## src/rtl/decoder_scan.sv

```systemverilog
// -----------------------------------------------------------------------------
// decoder_scan
//
// Decodes a select index into a one-hot output. The index either comes
// directly from a load (DIRECT) or walks through every output automatically,
// dwelling div+1 cycles on each one (SCAN). While the block is idle or
// disabled the output is all-zero.
//
// Parameters
//   SEL_W  select width (1..6); the output has 2**SEL_W bits
//   DIV_W  width of the scan dwell divider
//
// Ports
//   clk      rising-edge clock
//   rst_n    asynchronous active-low reset
//   en       block enable; low sends the block to IDLE (out all-zero)
//   mode     0 = direct decode, 1 = auto-scan
//   sel_in   index to load
//   load     load request; accepted when load && ready
//   ready    high in IDLE and DIRECT, low in SCAN
//   div      scan dwell per output, in cycles minus one
//   out      one-hot 1 << cur_sel, or all-zero in IDLE
//   cur_sel  current index register
//   wrap     one-cycle pulse after the scan index wraps from max to 0
// -----------------------------------------------------------------------------
module decoder_scan #(
    parameter int SEL_W = 3,
    parameter int DIV_W = 8
) (
    input  logic                  clk,
    input  logic                  rst_n,
    input  logic                  en,
    input  logic                  mode,
    input  logic [SEL_W-1:0]      sel_in,
    input  logic                  load,
    output logic                  ready,
    input  logic [DIV_W-1:0]      div,
    output logic [(1<<SEL_W)-1:0] out,
    output logic [SEL_W-1:0]      cur_sel,
    output logic                  wrap
);

    localparam int N_OUT = 1 << SEL_W;

    typedef enum logic [1:0] {
        IDLE   = 2'd0,
        DIRECT = 2'd1,
        SCAN   = 2'd2
    } state_t;

    state_t           state_q, state_d;
    logic [SEL_W-1:0] cur_sel_q, cur_sel_d;
    logic [DIV_W-1:0] tick_q, tick_d;
    logic             wrap_q, wrap_d;
    logic             load_acc;

    // -------------------------------------------------------------------------
    // Next-state logic
    // -------------------------------------------------------------------------
    always_comb begin
        // NOTE: every variable gets a default first so no path leaves it
        // unassigned; otherwise synthesis infers a latch.
        state_d   = state_q;
        cur_sel_d = cur_sel_q;
        tick_d    = tick_q;
        wrap_d    = 1'b0;

        // Loads are honoured in IDLE and DIRECT, including the cycle in which
        // en falls; later assignments below may still override cur_sel_d.
        load_acc = load && (state_q != SCAN);
        if (load_acc) begin
            cur_sel_d = sel_in;
        end

        case (state_q)
            IDLE: begin
                if (en) begin
                    if (mode) begin
                        state_d   = SCAN;
                        cur_sel_d = sel_in;
                        tick_d    = '0;
                    end else begin
                        state_d = DIRECT;
                    end
                end
            end

            DIRECT: begin
                if (!en) begin
                    state_d = IDLE;
                end else if (mode) begin
                    state_d = SCAN;
                    tick_d  = '0;
                end
            end

            SCAN: begin
                if (!en) begin
                    state_d = IDLE;
                end else if (!mode) begin
                    state_d = DIRECT;
                end else if (tick_q >= div) begin
                    // >= rather than == so a div lowered mid-dwell below the
                    // current tick advances at once instead of overflowing.
                    tick_d    = '0;
                    cur_sel_d = cur_sel_q + SEL_W'(1);
                    wrap_d    = (cur_sel_q == {SEL_W{1'b1}});
                end else begin
                    tick_d = tick_q + DIV_W'(1);
                end
            end

            default: begin
                state_d = IDLE;
            end
        endcase
    end

    // -------------------------------------------------------------------------
    // State registers
    // -------------------------------------------------------------------------
    always_ff @(posedge clk or negedge rst_n) begin
        // NOTE: sequential state uses non-blocking assignments so all flops
        // update together from pre-edge values.
        if (!rst_n) begin
            state_q   <= IDLE;
            cur_sel_q <= '0;
            tick_q    <= '0;
            wrap_q    <= 1'b0;
        end else begin
            state_q   <= state_d;
            cur_sel_q <= cur_sel_d;
            tick_q    <= tick_d;
            wrap_q    <= wrap_d;
        end
    end

    // -------------------------------------------------------------------------
    // Outputs: decoded from registers only, no input-to-output path
    // -------------------------------------------------------------------------
    assign out     = (state_q != IDLE) ? (N_OUT'(1) << cur_sel_q) : '0;
    assign ready   = (state_q != SCAN);
    assign cur_sel = cur_sel_q;
    assign wrap    = wrap_q;

endmodule

```

## config.mk

```make
export PLATFORM = sky130hd
export DESIGN_NAME = decoder_scan
export DESIGN_NICKNAME = d
export VERILOG_FILES = /design/src/rtl/decoder_scan.sv
export SDC_FILE = /design/constraint.sdc
export NUM_CORES = 1
export LEC_CHECK = 0
export ABC_AREA = 1
export BUFFER_PORTS_ARGS = -buffer_cell sky130_fd_sc_hd__clkbuf_2
export CAP_MARGIN = 20
export CORE_MARGIN = 3
export CORE_UTILIZATION = 55
export CTS_CLUSTER_SIZE = 28
export DETAILED_ROUTE_END_ITERATION = 6
export PLACE_DENSITY = 0.82
export SLEW_MARGIN = 10
export SYNTH_ARGS = -nofsm -noshare
export SYNTH_HDL_FRONTEND = slang
export SYNTH_SLANG_ARGS = --single-unit
```

## constraint.sdc

```tcl
create_clock -name clk -period 2.6 [get_ports clk]
set_input_delay 0.26 -clock clk [delete_from_list [all_inputs] [get_ports clk]]
set_output_delay 0.26 -clock clk [all_outputs]
set_load 0.02 [all_outputs]
```

# After elaboration in Yosys (flattened, before gate mapping)
# Index checks and enable logic that the tools add are counted.
# word_totals
regBits	14
output_inout_bits	13
elab_cells	51
# classes
add_sub_neg	2
n_lt_le_gt_ge	1
eq_ne	11
n_shift	1
mux	25
n_reduce_logical	7
# op_table
op	count
8-bit two-way mux	6
3-bit two-way mux	6
8-bit one-hot mux with 2 select lines	1
2-bit two-way mux	6
8-bit by 1-bit adder with 8-bit output (second input constant)	1
8-bit greater-or-equal comparator	1
2-bit inequality test (second input constant)	4
1-bit by 3-bit << shifter with 8-bit output (first input constant)	1
3-bit inequality test (second input constant)	2
2-bit one-hot mux with 3 select lines	1
3-bit one-hot mux with 2 select lines	1
5-bit AND reduction	1
1-bit two-way mux	4
2-bit by 1-bit inequality test with 1-bit output (second input constant)	2
2-bit nonzero test	2
3-bit by 1-bit adder with 3-bit output (second input constant)	1
3-bit == test (second input constant)	1
3-bit AND reduction	1
2-bit by 1-bit == test with 1-bit output (second input constant)	1
2-bit == test (second input constant)	1
2-bit zero test	1
2-bit OR reduction	1
1-bit logical AND	1

# Longest topological paths before layout
# Gate-level depths: netlist of run 1.
# depth
ltp_word	7
depth_mapped	14
depth_no_buf	14

# Worst setup path after synthesis of run 1
# Ideal clock, no wire load.
# synth_timing
kind	register to output
from	register cur_sel_q[0] (netlist: cur_sel[0])
to	output port out[2]
arrival_time_ns	1.270
required_time_ns	2.340
setup_slack_ns	1.070
stages_incl_launch_ff	5
path_buffers	0
path_cell_list	dfrtp_1 > inv_1 > ha_1 > inv_1 > nor3_1
# synth_via
elab_chain_cells	2
# synth_lines
item	line	source
start, declared	52	logic [SEL_W-1:0] cur_sel_q, cur_sel_d;
start signal, assigned	132	cur_sel_q <= cur_sel_d;
1-bit by 3-bit << shifter with 8-bit output	141	assign out = (state_q != IDLE) ? (N_OUT'(1) << cur_sel_q) : '0;
8-bit two-way mux	141	
end, declared	38	output logic [(1<<SEL_W)-1:0] out,
# Every way passes these cells.

# Final worst setup path of run 1
# layout_timing
from	register cur_sel_q[0] (netlist: cur_sel[0])
to	output port out[4]
# The elaborated chain is that of the path after synthesis.

==> results of run 1 <==
worst max-delay path by stage:
stage	cells past startpoint	slack, ns	to
3_5_place_dp	12	0.98	cur_sel[2]
3_3_place_gp	12	1.08	cur_sel[2]
4_1_cts	5	0.89	out[7]
2_1_floorplan	4	1.07	out[2]
6_report	5	0.89	out[4]
5_1_grt	5	0.74	out[6]
critical path: cells and delay by family (launching register included):
family                   cells  cell delay [ns]
AND/OR/NAND/NOR              1             0.19
adder cells (fa/ha/maj)      1             0.15
buffers and inverters        3             0.37
flip-flops                   1             0.45
layout by cell type (no fill, tap or decap):
cell type      synthesis  layout
nor2_2                 3       3
dlygate4sd3_1          0       1
nand3_2                2       2
nor3_2                 1       1
nor2_4                 1       1
clkbuf_8               0       1
o22ai_1                4       4
o21ai_1                3       3
nand3_1                7       7
o21a_1                 1       1
nand2_4                2       2
inv_1                 30      30
nor2_1                 8       8
ha_1                  15      15
o21ai_0                2       2
nand2_1               33      33
nand2_2                2       2
clkbuf_2               0      28
a21oi_1                3       3
inv_2                  3       3
o21ai_2                3       3
dfrtp_1               14      14
nor4_1                 1       1
xor2_1                 3       3
nor3_1                 8       8
xnor2_1                2       2
clkbuf_4               0       3
o31ai_1                1       1
nand3b_1               1       1
stage by stage:
stage          area [um^2]  hold WS (ns)  utilization, %  cells
2_1_floorplan         1150       -0.0356               -    153
3_3_place_gp          1320         0.177            71.8    206
3_5_place_dp          1320         0.184            71.8    206
4_1_cts               1370         0.128            74.4    211
5_1_grt               1370         0.116            74.4    211
6_report              1370         0.130            74.4    211
area by class of cell:
type                            count  share of cell area (%)
Sequential cell                    14                    25.6
Clock buffer                        4                    2.65
Tap cell                           25                    2.29
Inverter                           33                    9.06
Multi-Input combinational cell    106                    49.4
Timing Repair Buffer               29                    11.0
per-layer routing:
metal	part of all wire, %	vias up	GRT usage [%]
met5	0	-	0
li1	-	553	-
met1	43	462	30.4
met3	8.0	8	2.87
met4	2.5	0	10.9
met2	47	51	38.1
logic make-up after synthesis:
group | after synthesis
AOI/OAI and AO/OA | 17
xor gates and xnor gates | 5
and+or+nand+nor | 69
buffers and inverters | 33
adders and majority gates | 15
DFF | 14
what timing repair did:
item | 4_1_cts | 5_1_grt
hold endpoints to repair | 14 | 0
hold buffers | 1 | 0
gates resized for setup | 0 | 0
setup buffers | 0 | 0
power by group:
part | switching (mW) | internal (mW)
Sequential | 0.0191 | 0.229
Clock | 0.0731 | 0.0852
Combinational | 0.106 | 0.0599
sequential cells by signal, indices dropped and copies added, names as in the netlist:
name,count
cur_sel,3
state_q,2
tick_q,8
wrap,1
==> flow_summary.yaml, run 1 <==
outcome:
  outcome: "finished clean"
layout:
  diodes: 0
  drive_above_1_share_pct: 26.3
  ff_latch_area_um2: 350
  syn2layout_area_growth_pct: 18.9
  nNetsFinal: 218
  multi_input_area_um2: 676
  nFillCells: 159
logic_synthesis:
  yosys.area_share.adder_pct: 16.3
  synth.top_cell.area_share_pct: 30.5
  synthArstFlopShare_pct: 100
  synth_nets: 184
  synthCells: 153
  synth_xor_area_share_pct: 3.81
  ys.flop_type: "dfrtp_1"
  yosysWarningCount: 0
  ys_ff_latch: 14
  synth_seq_area_share_pct: 30.5
  yosysUniqueCellTypes: 25
  netlist_area_mm2: 0.00115
  synth-simple-area-share_pct: 29.4
  synth_top_family_by_area: "simple AND/OR/NAND/NOR gates"
  ys_top_cells_by_area: "dfrtp_1 (30%), ha_1 (16%), nand2_1 (11%), inv_1 (9.8%), nor3_1 (3.5%)"
  synth_compound_area_share_pct: 9.25
  avgSynthCellArea_um2: 7.52
  synthMuxAreaShare_pct: 0
  synth.largest_area_cell: "dfrtp_1"
  synth_common_cells: "nand2_1 (33), inv_1 (30), ha_1 (15)"
  synth_most_common_cell: "nand2_1"
  synth_edf_count: 0
clock_network:
  cts-buffers-inserted: 3
  path_clk_slew_ns: 0.09
  cts.sinks: 14
  root_buffer: "clkbuf_4"
  htreeDepth: 1
  tritoncts: "done"
  clk_latency_ns: 0.28
  cts_max_path_buffers: 2
setup_path:
  end_kind: "primary output"
  start_kind: "flip-flop"
  worst_path_max_delay_cell: "dfrtp_1"
  timing.critical_path.mode_cell: "inv_1"
  reg2reg_to: "cur_sel[2]"
  r2r_slack_ns: 0.94
  r2r_start: "tick_q[2]"
  crit_type: "flip-flop to primary output"
  crit_path_max_incr_delay_ns: 0.45
  cp_data_required_time_ns: 2.34
  crit_start: "cur_sel[0]"
  arrival_ns: 1.45
  worstPathMaxFanout: 5
  crit_chain: "inv_1 -> ha_1 -> inv_1 -> nor3_1 -> clkbuf_2"
  reg2reg_depth: 12
floorplan:
  coreArea_mm2: 0.00184
  fp-row-count: 15
  die_x_um: 51.7
  ios: 29
  die_h_um: 51.7
  start_util_pct: 62.5
  dieArea_mm2: 0.00268
hold_path:
  min_from: "mode"
  hp-class: "input pin to flip-flop"
  holdPathEnd: "state_q[0]"
  whs_path_depth: 2
detailed_routing:
  via_per_inst: 5.09
  detail_route.wl_per_cell_um: 12.0
  dr.pass1.iters: 4
  wl_um: 2540
  first_iter_violations: 31
  antenna_left: 0
  vias: 1074
  drc: 0
grt:
  grt_max_degree: 15
  grt_usage_pct: 23.3
  first_global_vias: 1062
  grt_pass1_wl_um: 4640
  antenna_found_initial: 0
  overflow: 0
timing:
  fmax_ghz: 0.585
  slew_headroom_pct: 75.0
  setup_tns_ns: 0
  timing_hold_violations_final: 0
  layout_setup_ws_ns: 0.891
  clock_skew_ns: 0.00369
  slew_violations: 0
  period_share_pct: 65.7
  setup_viol: 0
  period_minus_slack_ns: 1.71
  worstMarginPinSlew_ns: 0.374
  rsz0062_at_grt: "no"
place:
  post-place-ws_ns: 0.978
  dp_hpwl_um: 2100
  gp_congestion: 0.831
  io_buffers: 28
power_and_ir_drop:
  ir_worst_vdd_uv: 368
  power_uw: 573
  power.density_mw_per_mm2: 419
  p_leak_nw: 0.752
job:
  maxCapViolCount: 0
(Power assumes the default switching activity.)
==> run 2, diff against run 1 <==
Settings changed: ABC_AREA 1 to 0, CORE_UTILIZATION 55 to 48, PLACE_DENSITY 0.82 to 0.76.
Clock period 2.6 ns to 1.4 ns, I/O delays scaled along.
==> run 2 against run 1 <==
The flow now finishes with violations (negative setup slack). Routed wire length grew 60%. Area after synthesis grew 4.2%. First-iteration DRC count grew 110%. Final area grew 41%. Worst setup slack lost 1.3 ns. Global-route usage grew 2.3 points. Register-to-register slack lost 1.4 ns. Largest cell class unchanged.
==> flow_summary.yaml, run 2 <==
outcome:
  outcome: "complete, but fails checks"
  violations: "negative setup slack"
place:
  io_buffers: 28
  dp_cells: 212
  gp_congestion: 0.823
  dp_hpwl_um: 2390
logic_synthesis:
  synthCells: 144
  ys_ff_latch: 14
  yosysUniqueCellTypes: 42
  avgSynthCellArea_um2: 8.32
  ys_top_cells_by_area: "dfrtp_1 (29%), ha_1 (16%), inv_1 (5.0%), nand2_1 (5.0%), o21ai_0 (4.2%)"
  yosysWarningCount: 0
  synth.largest_area_cell: "dfrtp_1"
  synth_nets: 175
  synth_edf_count: 0
  synthArstFlopShare_pct: 100
  ys.flop_type: "dfrtp_1"
  synth_seq_area_share_pct: 29.2
  netlist_area_mm2: 0.00120
  synth.top_cell.area_share_pct: 29.2
  synth_common_cells: "inv_1 (16), nand2_1 (16), ha_1 (15)"
setup_path:
  crit_start: "tick_q[2]"
  cp_data_required_time_ns: 1.59
  end_kind: "flip-flop"
  crit_type: "flip-flop to flip-flop"
  start_kind: "flip-flop"
  r2r_start: "tick_q[2]"
  worstPathMaxFanout: 8
  arrival_ns: 2.02
timing:
  fmax_ghz: 0.549
  setup_tns_ns: -5.85
  clock_skew_ns: 0.00790
  slew_violations: 0
  setup_viol: 21
  slew_headroom_pct: 74.2
  worstMarginPinSlew_ns: 0.386
  timing_hold_violations_final: 0
  holdWs_ns: 0.203
  period_share_pct: 130
  rsz0062_at_grt: "yes"
  period_minus_slack_ns: 1.82
  layout_setup_ws_ns: -0.422
power_and_ir_drop:
  p_leak_nw: 0.886
  ir_worst_vdd_uv: 632
  power.density_mw_per_mm2: 647
detailed_routing:
  dr_wl_met3_um: 193
  via_per_inst: 5.82
  detail_route.wl_per_cell_um: 17.6
  wl_um: 4070
  top_layer_used: "met4"
  vias: 1345
  antenna_left: 0
  first_iter_violations: 65
  met2_length_um: 2170
  met1_length_um: 1510
  drc: 0
  dr.pass1.iters: 4
layout:
  largest_register_ffs: 8
  nNetsFinal: 235
  top_register: "tick_q"
  layout_commonest_cell: "buf_4"
  diodes: 0
  syn2layout_area_growth_pct: 60.3
  fin_cells: 231
  drive_above_1_share_pct: 50.7
  layout_common_cells: "buf_4 (25), clkbuf_2 (19), nand2_1 (16), inv_1 (14), dfrtp_1 (10)"
grt:
  antenna_found_initial: 0
  grt_max_degree: 15
  overflow: 0
  first_global_vias: 1363
  grt_pass1_wl_um: 6280
  grt_usage_pct: 25.6
floorplan:
  ios: 29
  die_x_um: 56.0
  fp-row-count: 17
  coreArea_mm2: 0.00230
  dieArea_mm2: 0.00313
  die_h_um: 56.0
  start_util_pct: 52.2
hold_path:
  min_from: "en"
  hp-class: "input pin to flip-flop"
clock_network:
  htreeDepth: 1
  clk_latency_ns: 0.30
  cts.sinks: 14
  tritoncts: "done"
  root_buffer: "clkbuf_4"
  cts-buffers-inserted: 3
  path_clk_slew_ns: 0.10
  cts_max_path_buffers: 2
job:
  maxCapViolCount: 0
[run 2: layer usage]
| layer | track usage, % | vias to the layer above |
|---|---|---|
| met5 | 0 | - |
| met1 | 28.0 | 622 |
| met4 | 13.6 | 0 |
| li1 | - | 632 |
| met2 | 46.6 | 74 |
| met3 | 3.94 | 17 |
[run 2: critical path, stage by stage, from the launching register on]
cell     delay, ns
dfrtp_1       0.41
ha_1          0.31
and3_4        0.19
o21ai_4       0.07
a21o_1        0.23
buf_12        0.16
a32oi_1       0.25
o21ai_2       0.08
[run 2: worst paths after layout]
path	endpoint	slack (ns)	cells after the start
worst max-delay path	tick_q[3]	-0.42	7
worst min-delay path	state_q[0]	0.20	2
worst max register to register	tick_q[3]	-0.42	7
worst min register to register	tick_q[0]	0.57	2
max in group asynchronous	cur_sel[2]	0.83	2
min in group asynchronous	wrap	0.27	2
[run 2: area by class of cell]
cell class / count / area (um^2)
multi-input cells: 111 / 956
repair buffers: 58 / 477
fillers: 122 / 375
flip-flops and latches: 14 / 355
inverters: 16 / 62.6
clock buffers: 4 / 36.3
well taps: 28 / 35.0
[run 2: power by group]
group / internal, mW / total, mW / switching (mW) / leakage, nW
Sequential: 0.428 / 0.464 / 0.0360 / 0.181
Clock: 0.159 / 0.321 / 0.163 / 0.0210
Combinational: 0.220 / 0.457 / 0.237 / 0.684
Total: 0.807 / 1.24 / 0.436 / 0.886
[run 2: repair_timing]
action / 4_1_cts / 5_1_grt
pin swaps: 17 / 8
hold buffers: 1 / 0
buffers inserted: 8 / 6
endpoints found under the hold margin: 14 / 0
resized for setup: 41 / 24
setup endpoints to repair: 21 / 21
[run 2: metrics by stage]
stage	setup WS (ns)	total power, mW	cell area, um^2	utilization, %
2_1_floorplan	-0.378	0.650	1240	-
3_3_place_gp	-0.379	0.761	1510	65.7
3_5_place_dp	-0.446	0.774	1510	65.7
4_1_cts	-0.334	1.17	1810	78.8
5_1_grt	-0.499	1.32	1920	83.7
6_report	-0.422	1.24	1920	83.7
[run 2: logic make-up after synthesis]
logic type	synth area share [%]
muxes	1.67
adders and majority gates	15.7
and+or+nand+nor	26.1
DFF	29.2
buffers and inverters	6.79
AOI/OAI and AO/OA	19.1
xor gates and xnor gates	1.46
==> run 3, diff against run 2 <==
Settings changed: CORE_UTILIZATION 48 to 55, MAX_ROUTING_LAYER set to met4, PLACE_DENSITY 0.76 to 0.82.
Clock period 1.4 ns to 2.27 ns, I/O delays scaled along.
==> run 3 against run 2 <==
The run now ends clean. Worst setup slack better by 0.60 ns. Final area fell by 27%. Core utilization shrank 15 points. Clock power is 43% lower. Clock skew fell by 0.0069 ns. Global-route usage shrank 3.0 points. Cell count fell by 13%. Non-clock buffer count decreased by 29. Fmax decreased by 13%. Power decreased by 48%. Largest power group unchanged. Via count decreased by 13%. First-iteration DRC count is 55% lower. Critical endpoint is now cur_sel[2].
==> flow_summary.yaml, run 3 (same netlist as run 2, synthesis figures left out) <==
timing:
  fmax_ghz: 0.478
  clock_skew_ns: 0.000990
  period_share_pct: 92.1
  slew_violations: 0
  setup_viol: 0
  slew_headroom_pct: 72.0
  rsz0062_at_grt: "no"
  layout_setup_ws_ns: 0.178
  setup_tns_ns: 0
  period_minus_slack_ns: 2.09
  timing_hold_violations_final: 0
  worstMarginPinSlew_ns: 0.417
detailed_routing:
  dr.pass1.iters: 4
  wl_um: 2730
  detail_route.wl_per_cell_um: 13.6
  drc: 0
  first_iter_violations: 29
  dr_wl_met3_um: 160
  top_layer_used: "met4"
  vias: 1174
  via_per_inst: 5.84
  met2_length_um: 1390
  antenna_left: 0
  met1_length_um: 1120
hold_path:
  hp-class: "input pin to flip-flop"
  whs_path_depth: 3
  holdPathEnd: "cur_sel[1]"
  min_from: "sel_in[1]"
setup_path:
  worstPathMaxFanout: 10
  cp_data_required_time_ns: 2.48
  r2r_slack_ns: 0.18
  end_kind: "flip-flop"
  reg2reg_to: "cur_sel[2]"
  crit_type: "flip-flop to flip-flop"
  start_kind: "flip-flop"
  r2r_start: "tick_q[5]"
  arrival_ns: 2.31
  reg2reg_depth: 6
floorplan:
  dieArea_mm2: 0.00278
  die_x_um: 52.7
  fp-row-count: 16
  coreArea_mm2: 0.00202
  die_h_um: 52.7
  ios: 29
  start_util_pct: 59.3
layout:
  top_register: "tick_q"
  layout_common_cells: "clkbuf_2 (28), inv_1 (16), nand2_1 (16), ha_1 (15), dfrtp_1 (14)"
  drive_above_1_share_pct: 22.4
  syn2layout_area_growth_pct: 16.6
  nNetsFinal: 206
  nFillCells: 187
  layout_commonest_cell: "clkbuf_2"
  largest_register_ffs: 8
  diodes: 0
grt:
  grt_pass1_wl_um: 4490
  overflow: 0
  grt_max_degree: 15
  grt_usage_pct: 22.5
  antenna_found_initial: 0
  first_global_vias: 1094
place:
  post-place-ws_ns: 0.242
  dp_hpwl_um: 2200
  gp_congestion: 0.862
  io_buffers: 28
clock_network:
  post_cts_buffers: 0
  clk_latency_ns: 0.29
  ctsResizeCount: 0
  htreeDepth: 1
  path_clk_slew_ns: 0.08
  root_buffer: "clkbuf_4"
  tritoncts: "done"
  cts-buffers-inserted: 3
  cts.sinks: 14
  cts_max_path_buffers: 2
power_and_ir_drop:
  power_uw: 644
  p_leak_nw: 0.710
  ir_worst_vdd_uv: 398
  power.density_mw_per_mm2: 461
outcome:
  outcome: "finished clean"
job:
  maxCapViolCount: 0
-- run 3: per-layer routing --
layer | track usage (%) | vias to the layer above
met1 | 23.7 | 543
li1 | - | 575
met5 | - | -
met4 | 10.6 | 0
met2 | 40.5 | 49
met3 | 3.70 | 7
-- run 3: report_power, final --
group | internal [mW] | total (mW) | switching, mW | leakage (nW)
combinational | 0.0689 | 0.175 | 0.107 | 0.503
sequential | 0.262 | 0.285 | 0.0221 | 0.186
clock | 0.0978 | 0.184 | 0.0865 | 0.0210
total | 0.429 | 0.644 | 0.215 | 0.710
-- run 3: how the worst max path moves through the flow --
stage | start | end | slack [ns]
after global routing | tick_q[2] | tick_q[5] | 0.06
after CTS | tick_q[5] | cur_sel[2] | 0.22
final | tick_q[5] | cur_sel[2] | 0.18
after floorplan | tick_q[5] | cur_sel[2] | 0.47
after detailed placement | tick_q[5] | cur_sel[2] | 0.24
after global placement | tick_q[5] | cur_sel[2] | 0.32
-- run 3: worst max-delay path, cell delays in order (launching register included) --
cell and delay, ns:
dfrtp_1 0.44, ha_1 0.32, a21oi_1 0.18, o21a_1 0.39
nor2_4 0.06, or4b_1 0.55, o211ai_2 0.08
-- run 3: cell type report --
| class | instances | area (um^2) | share of cell area, % |
|---|---|---|---|
| multi-input combinational | 111 | 767 | 54.9 |
| sequential | 14 | 350 | 25.1 |
| timing repair buffer | 29 | 150 | 10.7 |
| inverter | 16 | 60.1 | 4.30 |
| clock buffer | 4 | 36.3 | 2.60 |
| tap | 27 | 33.8 | 2.42 |
-- run 3: repair_timing --
| item | in CTS | in global routing |
|---|---|---|
| setup endpoints to repair | 0 | 0 |
| endpoints found under the hold margin | 14 | 0 |
| hold buffers | 1 | 0 |
-- run 3: per-stage QoR --
step,instance area [um^2],hold WS [ns],utilization [%],cells
global placement,1350,0.147,66.8,196
finish,1400,0.243,69.1,201
global route,1400,0.271,69.1,201
CTS,1400,0.242,69.1,201
floorplan,1200,-0.0686,-,144
detailed placement,1350,0.152,66.8,196
